**src/rtl/led_pio_out_if.sv**
```systemverilog
// Avalon-MM slave bus bundle for the LED output PIO.
// No waitrequest; readdata is returned one cycle after the address.
interface led_pio_out_if;
  logic [2:0]  address;
  logic        chipselect;
  logic        write_n;
  logic [31:0] writedata;
  logic [31:0] readdata;

  modport master (
    output address, chipselect, write_n, writedata,
    input  readdata
  );

  modport slave (
    input  address, chipselect, write_n, writedata,
    output readdata
  );
endinterface

```
**src/rtl/led_pio_out.sv**
```systemverilog
// LED output PIO: data register with set/clear ports, per-bit blink mask and period prescaler.
// Writes land on out_port one edge after the strobe, reads have 1-cycle latency; never stalls the bus.
module led_pio_out #(
  parameter int                    DATA_WIDTH   = 18,
  parameter int                    PERIOD_WIDTH = 24,
  parameter logic [DATA_WIDTH-1:0] RESET_VALUE  = '0
) (
  input  logic                  clk,
  input  logic                  reset,
  led_pio_out_if.slave          bus,
  output logic [DATA_WIDTH-1:0] out_port
);

  localparam logic [2:0] ADDR_DATA     = 3'd0;
  localparam logic [2:0] ADDR_MASK     = 3'd1;
  localparam logic [2:0] ADDR_PERIOD   = 3'd2;
  localparam logic [2:0] ADDR_STATUS   = 3'd3;
  localparam logic [2:0] ADDR_OUTSET   = 3'd4;
  localparam logic [2:0] ADDR_OUTCLEAR = 3'd5;

  logic [DATA_WIDTH-1:0]   data_q, data_d;
  logic [DATA_WIDTH-1:0]   mask_q, mask_d;
  logic [PERIOD_WIDTH-1:0] period_q, period_d;
  logic [PERIOD_WIDTH-1:0] cnt_q, cnt_d;
  logic                    phase_q, phase_d;
  logic [DATA_WIDTH-1:0]   out_d;
  logic [31:0]             rd_mux;
  logic                    wr;
  logic [DATA_WIDTH-1:0]   wd_data;
  logic                    unused_wd;

  assign wr        = bus.chipselect & ~bus.write_n;
  assign wd_data   = bus.writedata[DATA_WIDTH-1:0];
  assign unused_wd = ^bus.writedata;

  always_comb begin
    data_d   = data_q;
    mask_d   = mask_q;
    period_d = period_q;
    if (wr) begin
      case (bus.address)
        ADDR_DATA:     data_d   = wd_data;
        ADDR_MASK:     mask_d   = wd_data;
        ADDR_PERIOD:   period_d = bus.writedata[PERIOD_WIDTH-1:0];
        ADDR_OUTSET:   data_d   = data_q | wd_data;
        ADDR_OUTCLEAR: data_d   = data_q & ~wd_data;
        default:       ;
      endcase
    end
  end

  // A PERIOD write restarts the prescaler so the first toggle lands on the next cycle.
  always_comb begin
    cnt_d   = cnt_q;
    phase_d = phase_q;
    if (wr && bus.address == ADDR_PERIOD) begin
      cnt_d   = '0;
      phase_d = 1'b0;
    end else if (period_q == '0) begin
      cnt_d   = '0;
      phase_d = 1'b0;
    end else if (cnt_q == '0) begin
      cnt_d   = period_q - PERIOD_WIDTH'(1);
      phase_d = ~phase_q;
    end else begin
      cnt_d   = cnt_q - PERIOD_WIDTH'(1);
    end
  end

  assign out_d = data_d & ~(mask_d & {DATA_WIDTH{phase_d}});

  always_comb begin
    rd_mux = '0;
    case (bus.address)
      ADDR_DATA:   rd_mux = 32'(data_q);
      ADDR_MASK:   rd_mux = 32'(mask_q);
      ADDR_PERIOD: rd_mux = 32'(period_q);
      ADDR_STATUS: rd_mux = {31'd0, phase_q};
      default:     rd_mux = '0;
    endcase
  end

  always_ff @(posedge clk or posedge reset) begin
    if (reset) begin
      data_q       <= RESET_VALUE;
      mask_q       <= '0;
      period_q     <= '0;
      cnt_q        <= '0;
      phase_q      <= 1'b0;
      out_port     <= RESET_VALUE;
      bus.readdata <= '0;
    end else begin
      data_q       <= data_d;
      mask_q       <= mask_d;
      period_q     <= period_d;
      cnt_q        <= cnt_d;
      phase_q      <= phase_d;
      out_port     <= out_d;
      bus.readdata <= rd_mux;
    end
  end

endmodule

```
**src/flat_wrapper.sv**
```systemverilog
// flat-port wrapper written by rule: the top's interface ports become plain ports
module led_pio_out_flat 
#(
  parameter int                    DATA_WIDTH   = 18,
  parameter int                    PERIOD_WIDTH = 24,
  parameter logic [DATA_WIDTH-1:0] RESET_VALUE  = '0
)
  (clk, reset, out_port, bus_address, bus_chipselect, bus_write_n, bus_writedata, bus_readdata);
  led_pio_out_if bus_i ();
  input  logic clk;
  input  logic reset;
  output logic [DATA_WIDTH-1:0] out_port;
  input wire logic [$bits(bus_i.address)-1:0] bus_address;
  input wire logic [$bits(bus_i.chipselect)-1:0] bus_chipselect;
  input wire logic [$bits(bus_i.write_n)-1:0] bus_write_n;
  input wire logic [$bits(bus_i.writedata)-1:0] bus_writedata;
  output wire logic [$bits(bus_i.readdata)-1:0] bus_readdata;
  assign bus_i.address = bus_address;
  assign bus_i.chipselect = bus_chipselect;
  assign bus_i.write_n = bus_write_n;
  assign bus_i.writedata = bus_writedata;
  assign bus_readdata = bus_i.readdata;
  led_pio_out #(.DATA_WIDTH(DATA_WIDTH), .PERIOD_WIDTH(PERIOD_WIDTH), .RESET_VALUE(RESET_VALUE)) u_core (.clk(clk), .reset(reset), .bus(bus_i), .out_port(out_port));
endmodule
```
**config.mk**
```make
export PLATFORM = sky130hd
export DESIGN_NAME = led_pio_out_flat
export DESIGN_NICKNAME = d
export VERILOG_FILES = /design/src/rtl/led_pio_out_if.sv /design/src/rtl/led_pio_out.sv /design/src/flat_wrapper.sv
export SDC_FILE = /design/constraint.sdc
export NUM_CORES = 1
export LEC_CHECK = 0
export CAP_MARGIN = 20
export CORE_MARGIN = 10
export CORE_UTILIZATION = 45
export CTS_CLUSTER_DIAMETER = 150
export DETAILED_ROUTE_END_ITERATION = 8
export PLACE_DENSITY = 0.68
export SLEW_MARGIN = 40
export SYNTH_ARGS = -nofsm -noshare
export SYNTH_HDL_FRONTEND = slang
export SYNTH_SLANG_ARGS = --single-unit
```
**constraint.sdc**
```tcl
create_clock -name clk -period 7.34 [get_ports clk]
set_input_delay 1.468 -clock clk [delete_from_list [all_inputs] [get_ports clk]]
set_output_delay 1.468 -clock clk [all_outputs]
set_load 0.03 [all_outputs]
```
==> Implementation_results.wiki <==
{| class="wikitable"
! Metric !! Value
|-
| Flip-flop and latch count after synthesis || 127
|-
| CTS tree || yes
|-
| Number of endpoints with negative hold slack in the final report || 0
|-
| Starting Density || 0.455
|-
| Diodes inserted || 0
|-
| Standard cell with the maximum stage delay on the critical path || sky130_fd_sc_hd__or4_1
|-
| Die footprint || 18300 µm²
|-
| CTS Hold Bufs || 0
|-
| Result of the run || finished, final reports clean
|-
| Share of the cycle needed by the critical path after routing || 0.493
|-
| Number of iterations in the first detailed-routing pass || 6
|-
| Worst flop-to-flop path endpoint || u_core.cnt_q[16]$_DFF_PP0_
|-
| Remaining global-route overflow || 0
|-
| Period minus WS final || 3.62 ns
|-
| Standby leakage power || 0.00329 µW
|-
| Class of the tightest hold or removal check || reg2reg
|-
| CP dominant cell by count || sky130_fd_sc_hd__buf_4
|-
| Reg clk slew, reported paths || 0.06 ns
|-
| Final count of negative-setup-slack endpoints || 0
|-
| Power density over cell area || 344 nW/µm²
|-
| DR WL/cell || 18.8 µm
|-
| Number of gates given a new drive strength after cts || 0
|-
| Data arrival time of the critical path || 3.92 ns
|-
| Critical Path Max Stage Delay || 0.48 ns
|-
| Post-synthesis async set-or-reset flop share || 1.00
|-
| Non-filler instance count after layout || 812
|-
| Crit path from || bus_address[1]
|-
| Die H || 135 µm
|-
| Largest net degree at the start of global routing || 76
|-
| Number of library cell types mapped by synthesis || 62
|-
| Initial DRC count || 315
|-
| VDD IR max || 0.000254 V
|-
| Slew margin rel. || 0.466
|-
| Startpoint class of the critical path || input port
|-
| HPWL reported at the end of detailed placement || 10500 µm
|-
| Transition time at the pin with the least slew margin || 0.799 ns
|-
| Final count of pins violating max slew || 0
|-
| Fraction of layout instances using a drive strength above 1 || 0.143
|-
| Maximum fanout count along the critical path || 26
|-
| Residual DRC || 0
|-
| Number of warnings issued by yosys || 0
|-
| Number of flops mapped to enable cells by yosys || 0
|-
| Total stage count of the critical path || 9
|-
| Via Count || 4639
|-
| Setup TNS || 0 ns
|-
| Routed WL || 15300 µm
|-
| Worst-case register-to-register setup slack || 4.45 ns
|-
| Launch instance of the worst min-delay path || u_core.mask_q[12]$_DFF_PP0_
|-
| Total I/O pin count || 89
|-
| Number of setup buffers added after CTS || 0
|-
| Clk sinks || 127
|-
| Synth Instances || 546
|-
| PnR Total Power || 2560 µW
|-
| Cell family with the largest share of critical-path delay || buffers and inverters
|-
| Area contributors post-synth || sky130_fd_sc_hd__dfrtp_1 (53%), sky130_fd_sc_hd__mux2i_1 (6.2%), sky130_fd_sc_hd__mux2_2 (4.5%)
|-
| Area of the mapped netlist || 5980 µm²
|-
| Buffer and inverter count on the worst path || 5
|-
| Wire length of the first global-routing pass || 24500 µm
|-
| Data required, critical path || 7.64 ns
|-
| Core region area || 13100 µm²
|-
| Die X-Extent || 135 µm
|-
| Insertion delay to the later sink of the worst-skew pair || 0.42 ns
|-
| Proportion of synthesized chip area in sequential cells || 0.532
|-
| FF-to-FF Start || u_core.cnt_q[9]$_DFF_PP0_
|-
| Final net count || 662
|-
| Critical Path Sink || u_core.cnt_q[22]$_DFF_PP0_
|-
| Placed Cells incl. Taps || 780
|-
| CTS buffer count || 17
|-
| Port Buffer Count || 72
|-
| Fmax || 276 MHz
|-
| Worst R2R Path Depth || 7
|-
| Row count || 42
|-
| All-layer global routing usage || 0.168
|-
| Leading register cell type out of synthesis || sky130_fd_sc_hd__dfrtp_1
|-
| Gp weighted congestion || 0.893
|-
| Yosys top cell by area || sky130_fd_sc_hd__dfrtp_1
|-
| RSZ-0062 raised after global routing || false
|-
| Setup Skew || 0.0103 ns
|-
| Synth top area share || 0.532
|-
| Htree depth || 4
|-
| Number of nets with antenna violations after routing || 0
|-
| Root cell of the clock tree || sky130_fd_sc_hd__clkbuf_16
|-
| Maximum root-to-sink buffer count || 2
|-
| Type of the setup path with the least slack || in2reg
|-
| Crit path capture type || flop
|-
| Leading cell types in the layout, fill and taps excluded || sky130_fd_sc_hd__dfrtp_1 (127), sky130_fd_sc_hd__clkdlybuf4s50_1 (72), sky130_fd_sc_hd__nor2_1 (69)
|-
| Commonest non-fill, non-tap cell in the layout || sky130_fd_sc_hd__dfrtp_1
|-
| Area grow syn2layout || 24.4%
|-
| Via count of the first global-routing pass || 4634
|-
| Post-detailed-route via-to-cell ratio || 5.71
|-
| Number of max-cap violations || 0
|-
| Average size of a mapped cell || 10.9 µm²
|-
| Series of cell instances along the critical path || clkdlybuf4s50_1, buf_4, inv_1, or4_1, buf_4, o41ai_4, buf_4, nor2_1, mux2_4
|-
| Number of antenna violations at the first check in global routing || 0
|}
==> registers in the layout, indices dropped and copies added, names as in the netlist <==
signal / cells
u_core.bus.readdata: 24
u_core.cnt_q: 24
u_core.period_q: 24
u_core.data_q: 18
u_core.mask_q: 18
u_core.out_port: 18
u_core.phase_q: 1
==> cells in the mapped netlist (8+ instances only) <==
library cell	count
sky130_fd_sc_hd__a21o_1	8
sky130_fd_sc_hd__a21oi_1	45
sky130_fd_sc_hd__a22o_1	20
sky130_fd_sc_hd__buf_4	9
sky130_fd_sc_hd__clkbuf_1	15
sky130_fd_sc_hd__dfrtp_1	127
sky130_fd_sc_hd__inv_1	22
sky130_fd_sc_hd__mux2_2	24
sky130_fd_sc_hd__mux2i_1	37
sky130_fd_sc_hd__nand2_1	9
sky130_fd_sc_hd__nor2_1	69
sky130_fd_sc_hd__nor3_1	17
sky130_fd_sc_hd__o21a_1	20
sky130_fd_sc_hd__o21ai_0	25
==> metal layers <==
| metal | global-route usage | up-vias | share of wire |
|---|---|---|---|
| met3 | 0.0586 | 15 | 0.076 |
| met1 | 0.219 | 2343 | 0.44 |
| li1 | - | 2127 | - |
| met4 | 0.0490 | 0 | 0.0098 |
| met2 | 0.259 | 154 | 0.47 |
| met5 | 0 | - | 0 |
==> cell families (layout without fill, tap and decap cells) <==
| kind of cell | count (synthesis) | in the layout | share of synthesized area |
|---|---|---|---|
| flops | 127 | 127 | 0.532 |
| mux | 63 | 63 | 0.113 |
| xor+xnor | 5 | 5 | 0.00858 |
| other cells | 1 | 8 | 0.000627 |
| compound gates | 149 | 149 | 0.172 |
| simple gates | 147 | 147 | 0.132 |
| buf+inv | 54 | 137 | 0.0417 |
==> metrics by stage <==
stage / hold slack [ns] / area [µm²] / util / worst slack, ns
4_1_cts: 0.511 / 7430 / 0.566 / 3.75
3_5_place_dp: 0.497 / 6880 / 0.524 / 3.31
6_report: 0.504 / 7430 / 0.566 / 3.72
2_1_floorplan: 0.467 / 6000 / - / 2.49
5_1_grt: 0.538 / 7430 / 0.566 / 3.63
3_3_place_gp: 0.486 / 6870 / 0.523 / 3.36
==> report_power, final <==
part	switching (µW)	total [µW]	leakage (µW)	internal, µW
combinational	411	733	0.00138	322
clock	318	794	0.000275	476
sequential	174	1030	0.00163	860
total	903	2560	0.00329	1660
==> worst min path at each step <==
| stage | slack, ns | depth (start not counted) | to |
|---|---|---|---|
| 2_1_floorplan | 0.47 | 2 | u_core.mask_q[0]$_DFF_PP0_ |
| 3_3_place_gp | 0.49 | 2 | u_core.mask_q[15]$_DFF_PP0_ |
| 3_5_place_dp | 0.50 | 2 | u_core.mask_q[9]$_DFF_PP0_ |
| 4_1_cts | 0.51 | 2 | u_core.mask_q[9]$_DFF_PP0_ |
| 5_1_grt | 0.54 | 2 | u_core.mask_q[10]$_DFF_PP0_ |
| 6_report | 0.50 | 2 | u_core.mask_q[12]$_DFF_PP0_ |
==> layout make-up <==
| cell class | instances | area [µm²] |
|---|---|---|
| Inverter | 22 | 85.1 |
| Fill cell | 1112 | 5700 |
| Timing Repair Buffer | 83 | 807 |
| Multi-Input combinational cell | 372 | 2590 |
| Clock buffer | 20 | 447 |
| Tap cell | 176 | 220 |
| Sequential cell | 127 | 3180 |
| Clock inverter | 12 | 110 |
==> tightest hold or removal path: cells and delay by family, from the launching register on <==
| kind | cells | cell delay [ns] |
|---|---|---|
| buffers and inverters | 1 | 0.05 |
| multiplexers | 1 | 0.08 |
| flip-flops | 1 | 0.34 |
(Power assumes the default switching activity.)
